<file path="config.mk">
export PLATFORM = sky130hd
export DESIGN_NAME = branch_redirect_ctrl_flat
export DESIGN_NICKNAME = d
export VERILOG_FILES = /design/src/rtl/branch_redirect_ctrl_pkg.sv /design/src/rtl/branch_redirect_ctrl_if.sv /design/src/rtl/branch_redirect_ctrl_imm_gen.sv /design/src/rtl/branch_redirect_ctrl.sv /design/src/flat_wrapper.sv
export SDC_FILE = /design/constraint.sdc
export NUM_CORES = 1
export LEC_CHECK = 0
export BUFFER_PORTS_ARGS = -buffer_cell sky130_fd_sc_hd__buf_4
export CAP_MARGIN = 20
export CORE_MARGIN = 4
export CORE_UTILIZATION = 45
export CTS_CLUSTER_DIAMETER = 100
export DETAILED_ROUTE_END_ITERATION = 8
export HOLD_SLACK_MARGIN = 0.03
export PLACE_DENSITY = 0.67
export SYNTH_ARGS = -nofsm -noshare
export SYNTH_HDL_FRONTEND = slang
export SYNTH_HIERARCHICAL = 1
export SYNTH_SLANG_ARGS = --single-unit
export TNS_END_PERCENT = 100
</file>
<file path="constraint.sdc">
create_clock -name clk -period 8.5 [get_ports clk]
set_clock_uncertainty 0.15 [all_clocks]
set_input_delay 0 -clock clk [delete_from_list [all_inputs] [get_ports clk]]
set_output_delay 0 -clock clk [all_outputs]
set_load 0.005 [all_outputs]
</file>
<file path="src/rtl/branch_redirect_ctrl_pkg.sv">
// Shared RISC-V control-transfer definitions: opcodes, branch funct3 codes, redirect FSM states.
package riscv_pkg;

  localparam logic [6:0] OP_BRANCH = 7'b1100011;
  localparam logic [6:0] OP_JAL    = 7'b1101111;
  localparam logic [6:0] OP_JALR   = 7'b1100111;

  typedef enum logic [2:0] {
    F3_BEQ  = 3'b000,
    F3_BNE  = 3'b001,
    F3_BLT  = 3'b100,
    F3_BGE  = 3'b101,
    F3_BLTU = 3'b110,
    F3_BGEU = 3'b111
  } br_f3_e;

  typedef enum logic [1:0] {
    ST_IDLE  = 2'd0,
    ST_EVAL  = 2'd1,
    ST_REDIR = 2'd2,
    ST_TRAP  = 2'd3
  } br_state_e;

  function automatic logic is_ctrl_op(input logic [6:0] op);
    return (op == OP_BRANCH) || (op == OP_JAL) || (op == OP_JALR);
  endfunction

endpackage

</file>
<file path="src/rtl/branch_redirect_ctrl_if.sv">
// Decode-side instruction handoff, fetch-side redirect handshake and resolve/status outputs.
interface branch_redirect_ctrl_if #(
  parameter int XLEN  = 32,
  parameter int CNT_W = 32
);
  logic             instr_valid;
  logic             instr_ready;
  logic [31:0]      instr;
  logic [XLEN-1:0]  pc;
  logic [XLEN-1:0]  rs1_val;
  logic [XLEN-1:0]  rs2_val;
  logic             redir_valid;
  logic             redir_ready;
  logic [XLEN-1:0]  redir_pc;
  logic             flush;
  logic             done;
  logic             rd_we;
  logic [XLEN-1:0]  rd_wdata;
  logic             exc_misalign;
  logic             exc_illegal;
  logic [CNT_W-1:0] branch_cnt;
  logic [CNT_W-1:0] taken_cnt;

  modport slave (
    input  instr_valid, instr, pc, rs1_val, rs2_val, redir_ready,
    output instr_ready, redir_valid, redir_pc, flush, done, rd_we, rd_wdata,
           exc_misalign, exc_illegal, branch_cnt, taken_cnt
  );

  modport master (
    output instr_valid, instr, pc, rs1_val, rs2_val, redir_ready,
    input  instr_ready, redir_valid, redir_pc, flush, done, rd_we, rd_wdata,
           exc_misalign, exc_illegal, branch_cnt, taken_cnt
  );
endinterface

</file>
<file path="src/rtl/branch_redirect_ctrl_imm_gen.sv">
// Combinational immediate extraction and sign extension for B, J and I (JALR) formats.
module branch_imm_gen
  import riscv_pkg::*;
#(
  parameter int XLEN = 32
) (
  input  logic [31:0]     instr,
  output logic [XLEN-1:0] imm
);

  logic [XLEN-1:0] imm_b;
  logic [XLEN-1:0] imm_j;
  logic [XLEN-1:0] imm_i;

  assign imm_b = {{(XLEN-13){instr[31]}}, instr[31], instr[7], instr[30:25], instr[11:8], 1'b0};
  assign imm_j = {{(XLEN-21){instr[31]}}, instr[31], instr[19:12], instr[20], instr[30:21], 1'b0};
  assign imm_i = {{(XLEN-12){instr[31]}}, instr[31:20]};

  always_comb begin
    imm = '0;
    case (instr[6:0])
      OP_BRANCH: imm = imm_b;
      OP_JAL:    imm = imm_j;
      OP_JALR:   imm = imm_i;
      default:   imm = '0;
    endcase
  end

endmodule

</file>
<file path="src/rtl/branch_redirect_ctrl.sv">
// Resolves B-type/JAL/JALR: evaluates condition and target, then holds a redirect to fetch
// until accepted, pulsing flush/done; traps on illegal funct3 or misaligned taken target.
module branch_redirect_ctrl
  import riscv_pkg::*;
#(
  parameter int XLEN  = 32,
  parameter int CNT_W = 32
) (
  input logic                   clk,
  input logic                   rst,
  branch_redirect_ctrl_if.slave bus
);

  br_state_e        state_q, state_d;
  logic [31:0]      instr_q, instr_d;
  logic [XLEN-1:0]  pc_q, pc_d;
  logic [XLEN-1:0]  rs1_q, rs1_d;
  logic [XLEN-1:0]  rs2_q, rs2_d;
  logic [XLEN-1:0]  target_q, target_d;
  logic [XLEN-1:0]  link_q, link_d;
  logic             illegal_q, illegal_d;
  logic             misalign_q, misalign_d;
  logic             nt_done_q, nt_done_d;
  logic [CNT_W-1:0] branch_cnt_q, branch_cnt_d;
  logic [CNT_W-1:0] taken_cnt_q, taken_cnt_d;

  logic [6:0]       opcode;
  logic [2:0]       funct3;
  logic             is_branch;
  logic             is_jal;
  logic             is_jalr;
  logic             is_jump;
  logic [XLEN-1:0]  imm;
  logic [XLEN-1:0]  base;
  logic [XLEN-1:0]  sum;
  logic [XLEN-1:0]  target;
  logic             cond;
  logic             illegal;
  logic             handshake;
  logic             done;

  assign opcode    = instr_q[6:0];
  assign funct3    = instr_q[14:12];
  assign is_branch = (opcode == OP_BRANCH);
  assign is_jal    = (opcode == OP_JAL);
  assign is_jalr   = (opcode == OP_JALR);
  assign is_jump   = is_jal || is_jalr;

  branch_imm_gen #(.XLEN(XLEN)) u_imm_gen (
    .instr (instr_q),
    .imm   (imm)
  );

  // JALR adds to rs1 and clears bit 0; everything else is PC-relative.
  assign base   = is_jalr ? rs1_q : pc_q;
  assign sum    = base + imm;
  assign target = is_jalr ? {sum[XLEN-1:1], 1'b0} : sum;

  always_comb begin
    cond    = 1'b0;
    illegal = 1'b0;
    if (is_branch) begin
      case (funct3)
        F3_BEQ:  cond = (rs1_q == rs2_q);
        F3_BNE:  cond = (rs1_q != rs2_q);
        F3_BLT:  cond = ($signed(rs1_q) <  $signed(rs2_q));
        F3_BGE:  cond = ($signed(rs1_q) >= $signed(rs2_q));
        F3_BLTU: cond = (rs1_q <  rs2_q);
        F3_BGEU: cond = (rs1_q >= rs2_q);
        default: illegal = 1'b1;
      endcase
    end else if (is_jump) begin
      cond = 1'b1;
    end
  end

  assign handshake = (state_q == ST_REDIR) && bus.redir_ready;
  assign done      = handshake || (state_q == ST_TRAP) || nt_done_q;

  always_comb begin
    state_d    = state_q;
    instr_d    = instr_q;
    pc_d       = pc_q;
    rs1_d      = rs1_q;
    rs2_d      = rs2_q;
    target_d   = target_q;
    link_d     = link_q;
    illegal_d  = illegal_q;
    misalign_d = misalign_q;
    nt_done_d  = 1'b0;

    case (state_q)
      ST_IDLE: begin
        if (bus.instr_valid) begin
          instr_d = bus.instr;
          pc_d    = bus.pc;
          rs1_d   = bus.rs1_val;
          rs2_d   = bus.rs2_val;
          state_d = ST_EVAL;
        end
      end
      ST_EVAL: begin
        target_d   = target;
        link_d     = pc_q + XLEN'(4);
        illegal_d  = illegal;
        misalign_d = cond && target[1];
        if (illegal || (cond && target[1])) begin
          state_d = ST_TRAP;
        end else if (cond) begin
          state_d = ST_REDIR;
        end else begin
          state_d   = ST_IDLE;
          nt_done_d = 1'b1;
        end
      end
      ST_REDIR: begin
        if (bus.redir_ready) begin
          state_d = ST_IDLE;
        end
      end
      default: begin
        state_d = ST_IDLE;
      end
    endcase
  end

  // instr_q is still the resolved instruction in its done cycle, so the opcode check is valid there.
  always_comb begin
    branch_cnt_d = branch_cnt_q;
    taken_cnt_d  = taken_cnt_q;
    if (done && is_ctrl_op(opcode)) begin
      branch_cnt_d = branch_cnt_q + CNT_W'(1);
    end
    if (handshake) begin
      taken_cnt_d = taken_cnt_q + CNT_W'(1);
    end
  end

  always_ff @(posedge clk or posedge rst) begin
    if (rst) begin
      state_q      <= ST_IDLE;
      instr_q      <= '0;
      pc_q         <= '0;
      rs1_q        <= '0;
      rs2_q        <= '0;
      target_q     <= '0;
      link_q       <= '0;
      illegal_q    <= 1'b0;
      misalign_q   <= 1'b0;
      nt_done_q    <= 1'b0;
      branch_cnt_q <= '0;
      taken_cnt_q  <= '0;
    end else begin
      state_q      <= state_d;
      instr_q      <= instr_d;
      pc_q         <= pc_d;
      rs1_q        <= rs1_d;
      rs2_q        <= rs2_d;
      target_q     <= target_d;
      link_q       <= link_d;
      illegal_q    <= illegal_d;
      misalign_q   <= misalign_d;
      nt_done_q    <= nt_done_d;
      branch_cnt_q <= branch_cnt_d;
      taken_cnt_q  <= taken_cnt_d;
    end
  end

  assign bus.instr_ready  = (state_q == ST_IDLE);
  assign bus.redir_valid  = (state_q == ST_REDIR);
  assign bus.redir_pc     = target_q;
  assign bus.flush        = handshake;
  assign bus.done         = done;
  assign bus.rd_we        = handshake && is_jump;
  assign bus.rd_wdata     = link_q;
  assign bus.exc_misalign = (state_q == ST_TRAP) && misalign_q;
  assign bus.exc_illegal  = (state_q == ST_TRAP) && illegal_q;
  assign bus.branch_cnt   = branch_cnt_q;
  assign bus.taken_cnt    = taken_cnt_q;

endmodule
</file>
<file path="src/flat_wrapper.sv">
// flat-port wrapper written by rule: the top's interface ports become plain ports
module branch_redirect_ctrl_flat import riscv_pkg::*;
#(
  parameter int XLEN  = 32,
  parameter int CNT_W = 32
)
  (clk, rst, bus_instr_valid, bus_instr, bus_pc, bus_rs1_val, bus_rs2_val, bus_redir_ready, bus_instr_ready, bus_redir_valid, bus_redir_pc, bus_flush, bus_done, bus_rd_we, bus_rd_wdata, bus_exc_misalign, bus_exc_illegal, bus_branch_cnt, bus_taken_cnt);
  branch_redirect_ctrl_if #(.XLEN(XLEN), .CNT_W(CNT_W)) bus_i ();
  input logic clk;
  input logic rst;
  input wire logic [$bits(bus_i.instr_valid)-1:0] bus_instr_valid;
  input wire logic [$bits(bus_i.instr)-1:0] bus_instr;
  input wire logic [$bits(bus_i.pc)-1:0] bus_pc;
  input wire logic [$bits(bus_i.rs1_val)-1:0] bus_rs1_val;
  input wire logic [$bits(bus_i.rs2_val)-1:0] bus_rs2_val;
  input wire logic [$bits(bus_i.redir_ready)-1:0] bus_redir_ready;
  output wire logic [$bits(bus_i.instr_ready)-1:0] bus_instr_ready;
  output wire logic [$bits(bus_i.redir_valid)-1:0] bus_redir_valid;
  output wire logic [$bits(bus_i.redir_pc)-1:0] bus_redir_pc;
  output wire logic [$bits(bus_i.flush)-1:0] bus_flush;
  output wire logic [$bits(bus_i.done)-1:0] bus_done;
  output wire logic [$bits(bus_i.rd_we)-1:0] bus_rd_we;
  output wire logic [$bits(bus_i.rd_wdata)-1:0] bus_rd_wdata;
  output wire logic [$bits(bus_i.exc_misalign)-1:0] bus_exc_misalign;
  output wire logic [$bits(bus_i.exc_illegal)-1:0] bus_exc_illegal;
  output wire logic [$bits(bus_i.branch_cnt)-1:0] bus_branch_cnt;
  output wire logic [$bits(bus_i.taken_cnt)-1:0] bus_taken_cnt;
  assign bus_i.instr_valid = bus_instr_valid;
  assign bus_i.instr = bus_instr;
  assign bus_i.pc = bus_pc;
  assign bus_i.rs1_val = bus_rs1_val;
  assign bus_i.rs2_val = bus_rs2_val;
  assign bus_i.redir_ready = bus_redir_ready;
  assign bus_instr_ready = bus_i.instr_ready;
  assign bus_redir_valid = bus_i.redir_valid;
  assign bus_redir_pc = bus_i.redir_pc;
  assign bus_flush = bus_i.flush;
  assign bus_done = bus_i.done;
  assign bus_rd_we = bus_i.rd_we;
  assign bus_rd_wdata = bus_i.rd_wdata;
  assign bus_exc_misalign = bus_i.exc_misalign;
  assign bus_exc_illegal = bus_i.exc_illegal;
  assign bus_branch_cnt = bus_i.branch_cnt;
  assign bus_taken_cnt = bus_i.taken_cnt;
  branch_redirect_ctrl #(.XLEN(XLEN), .CNT_W(CNT_W)) u_core (.clk(clk), .rst(rst), .bus(bus_i));
endmodule
</file>
==> results.cfg <==
[final_layout]
fillers = 2475
n_antenna_cell = 0
mostFrequentLayoutCells = buf_4, dfrtp_1, nand2_1, dlygate4sd3_1, mux2_2
drive_gt1_frac = 0.2677
fin_cells = 2131
final_common_cell = buf_4
final_cell_area_mm2 = 0.01837
area_growth_pct = 33.31
nets = 1918

[sta]
hold_viol_final = 0
slew_headroom = 0.3533
final_max_slew_viol_count = 0
setup_viol = 0
fin_crit_ns = 5.027
worst_slew_pin_slew_ns = 0.9690
finalCritPeriodShare = 0.5914
rsz0062_at_grt = no
hold_slack_ns = 0.07272
tns_ns = 0
max_freq_mhz = 198.9

[global_routing]
met2_usage = 0.3761
met3_usage = 0.03570
grt_pass1_wl_um = 60980
grt.total_usage = 0.2223
grt_max_degree = 146
antenna_found_initial = 0
top_usage_layer = met2
use_met1 = 0.2994
overflow = 0
grt_pass1_vias = 11470

[route]
drc = 0
viasPerCell = 5.278
postRouteAntennaNets = 0
via_count = 11250
totalWireLength_um = 37740
drt_iter0_drc = 593
wl_per_cell_um = 17.71
drt-pass1-iter-count = 5

[critical_path]
end_kind = flop
critPathLaunchType = flop
path_class = flop to flop
cpPeakStageDelay_ns = 0.75
crit_fanout = 34
path_buf_inv = 0
arrival_ns = 5.25
crit_path_cell_trace = nor2b_1 -> and4_1 -> nand3_2 -> mux2_2 -> ha_1 -> and2_1 -> nand3_1 -> o21bai_1 -> o21ai_0 -> o21bai_1 -> a21oi_1 -> o41ai_1 -> xnor2_1 -> o21ai_0
slowest_stage = nand3_2
crit_required_ns = 8.72
cp_top_family = compound AO/OA/AOI/OAI gates

[floorplanning]
die_w_um = 183.0
core.rowCount = 63
io_pins = 267
start_util = 0.4600
dieArea_mm2 = 0.03349
die_y_um = 183.0
core_mm2 = 0.02995

[synthesis]
netlist_area_mm2 = 0.01378
yosysSeqAreaShare = 0.4740
synth_area_per_cell_um2 = 10.23
ys.warnings.count = 6
synth_edf_count = 0
ys.flop_type = dfrtp_1
synth_seq_cells = 261
synthCells = 1347
syn-num-nets = 1546
yosysUniqueCellTypes = 68
async_reset_ff_frac = 1.000

[run_status]
status = finished clean

[clock_tree]
clock_latency_ns = 0.53
cts.reportedPaths.clkPinSlew_ns = 0.06
htreeDepth = 1
cts_sinks = 261
cts_tree = built
cts_buffers = 29
ctsResizeCount = 0
clockBufferDepth = 3
root_buffer = clkbuf_16

[placed_design]
dp.cells = 1945
placement.cell_area_mm2 = 0.01602
port_buffers = 266
place_congestion = 0.9054
hpwl_um = 26820

[pwr]
total_power_w = 0.005748
leakage_nw = 8.500
ir_worst_vdd_mv = 0.2023
cellPowerDensity_mw_per_mm2 = 312.9

[hold_path]
hold_class = input port to flop

[run]
drv_cap = 0
## report_power, final
| part | switching [W] | total (W) | leakage, nW | internal (W) |
|---|---|---|---|---|
| clock | 0.000503 | 0.00129 | 0.496 | 0.000791 |
| sequential | 0.000417 | 0.00214 | 3.25 | 0.00173 |
| combinational | 0.00120 | 0.00231 | 4.76 | 0.00111 |
## layout make-up
| class | instances | area (um^2) | area share |
|---|---|---|---|
| multi-input cells | 961 | 6725 | 0.3661 |
| flip-flops and latches | 261 | 6531 | 0.3556 |
| repair buffers | 404 | 3383 | 0.1842 |
| clock buffers | 41 | 860.8 | 0.04686 |
| well taps | 390 | 488.0 | 0.02656 |
| inverters | 62 | 240.2 | 0.01308 |
| clock inverters | 12 | 140.1 | 0.007629 |
## registers in the layout (all words and copies together), names as in the netlist
register	count
u_core/nt_done_q	1
u_core/bus.taken_cnt	32
u_core/instr_q	32
u_core/misalign_q	1
u_core/bus.redir_pc	32
u_core/pc_q	32
u_core/rs1_q	32
u_core/illegal_q	1
u_core/bus.rd_wdata	32
u_core/state_q	2
u_core/rs2_q	32
u_core/bus.branch_cnt	32
## stage by stage
| stage | setup WS, ns | utilization |
|---|---|---|
| 6_report | 3.473 | 0.6132 |
| 5_1_grt | 3.003 | 0.6132 |
| 4_1_cts | 3.446 | 0.6120 |
| 3_5_place_dp | 3.470 | 0.5348 |
| 3_3_place_gp | 3.651 | 0.5348 |
| 2_1_floorplan | 1.167 | - |
## path summary, 6_finish.rpt
kind                                          startpoint                                    end  slack (ns)  depth (start not counted)
hold / removal                           bus_rs2_val[11]           u_core/rs2_q[11]$_DFFE_PP0P_        0.07                          4
setup / recovery           u_core/instr_q[4]$_DFFE_PP0P_    u_core/bus.redir_pc[31]$_DFFE_PP0P_        3.47                         14
hold reg to reg            u_core/misalign_q$_DFFE_PP0P_          u_core/misalign_q$_DFFE_PP0P_        0.32                          2
max in group asynchronous                            rst            u_core/pc_q[11]$_DFFE_PP0P_        6.02                          6
min in group asynchronous                            rst  u_core/bus.branch_cnt[31]$_DFFE_PP0P_        0.41                          4
setup reg to reg           u_core/instr_q[4]$_DFFE_PP0P_    u_core/bus.redir_pc[31]$_DFFE_PP0P_        3.47                         14
## layer usage
layer | wire [um] | vias to the layer above
li1 | - | 5435
met1 | 16580 | 5431
met5 | 0 | -
met3 | 2072 | 72
met2 | 18000 | 310
met4 | 1082 | 0
## Yosys cell counts, drive strengths merged (8+ instances only)
| cell | n | area, um^2 |
|---|---|---|
| inv | 62 | 232.7 |
| dfrtp | 261 | 6531 |
| nand2 | 185 | 694.4 |
| and2 | 12 | 77.58 |
| nand4 | 34 | 249.0 |
| ha | 66 | 825.8 |
| nor3 | 13 | 70.07 |
| xor2 | 45 | 394.1 |
| nand3 | 49 | 250.2 |
| xnor2 | 65 | 569.3 |
| o21ai | 122 | 610.6 |
| nor2 | 54 | 202.7 |
| buf | 21 | 145.1 |
| nand2b | 8 | 50.05 |
| a21oi | 53 | 269.0 |
| and3 | 24 | 151.4 |
| nor2b | 13 | 96.35 |
| clkbuf | 42 | 160.1 |
| mux2 | 125 | 1408 |
## tightest hold or removal path: stages
cell,delay [ns]
dlygate4sd3_1,0.52
buf_4,0.10
nand2_1,0.04
o21ai_0,0.06
## cells by family after synthesis
group,count (synthesis),synth area share
compound gates,239,0.1016
mux,129,0.1051
xor+xnor,110,0.06992
buf+inv,125,0.03904
simple gates,416,0.1490
fa+ha+maj,67,0.06138
flops,261,0.4740
## repair_timing
item,CTS,global route
buffers inserted,0,0
hold endpoints to repair,277,41
hold buffers,131,1
Power figures use the tool's default switching activity.
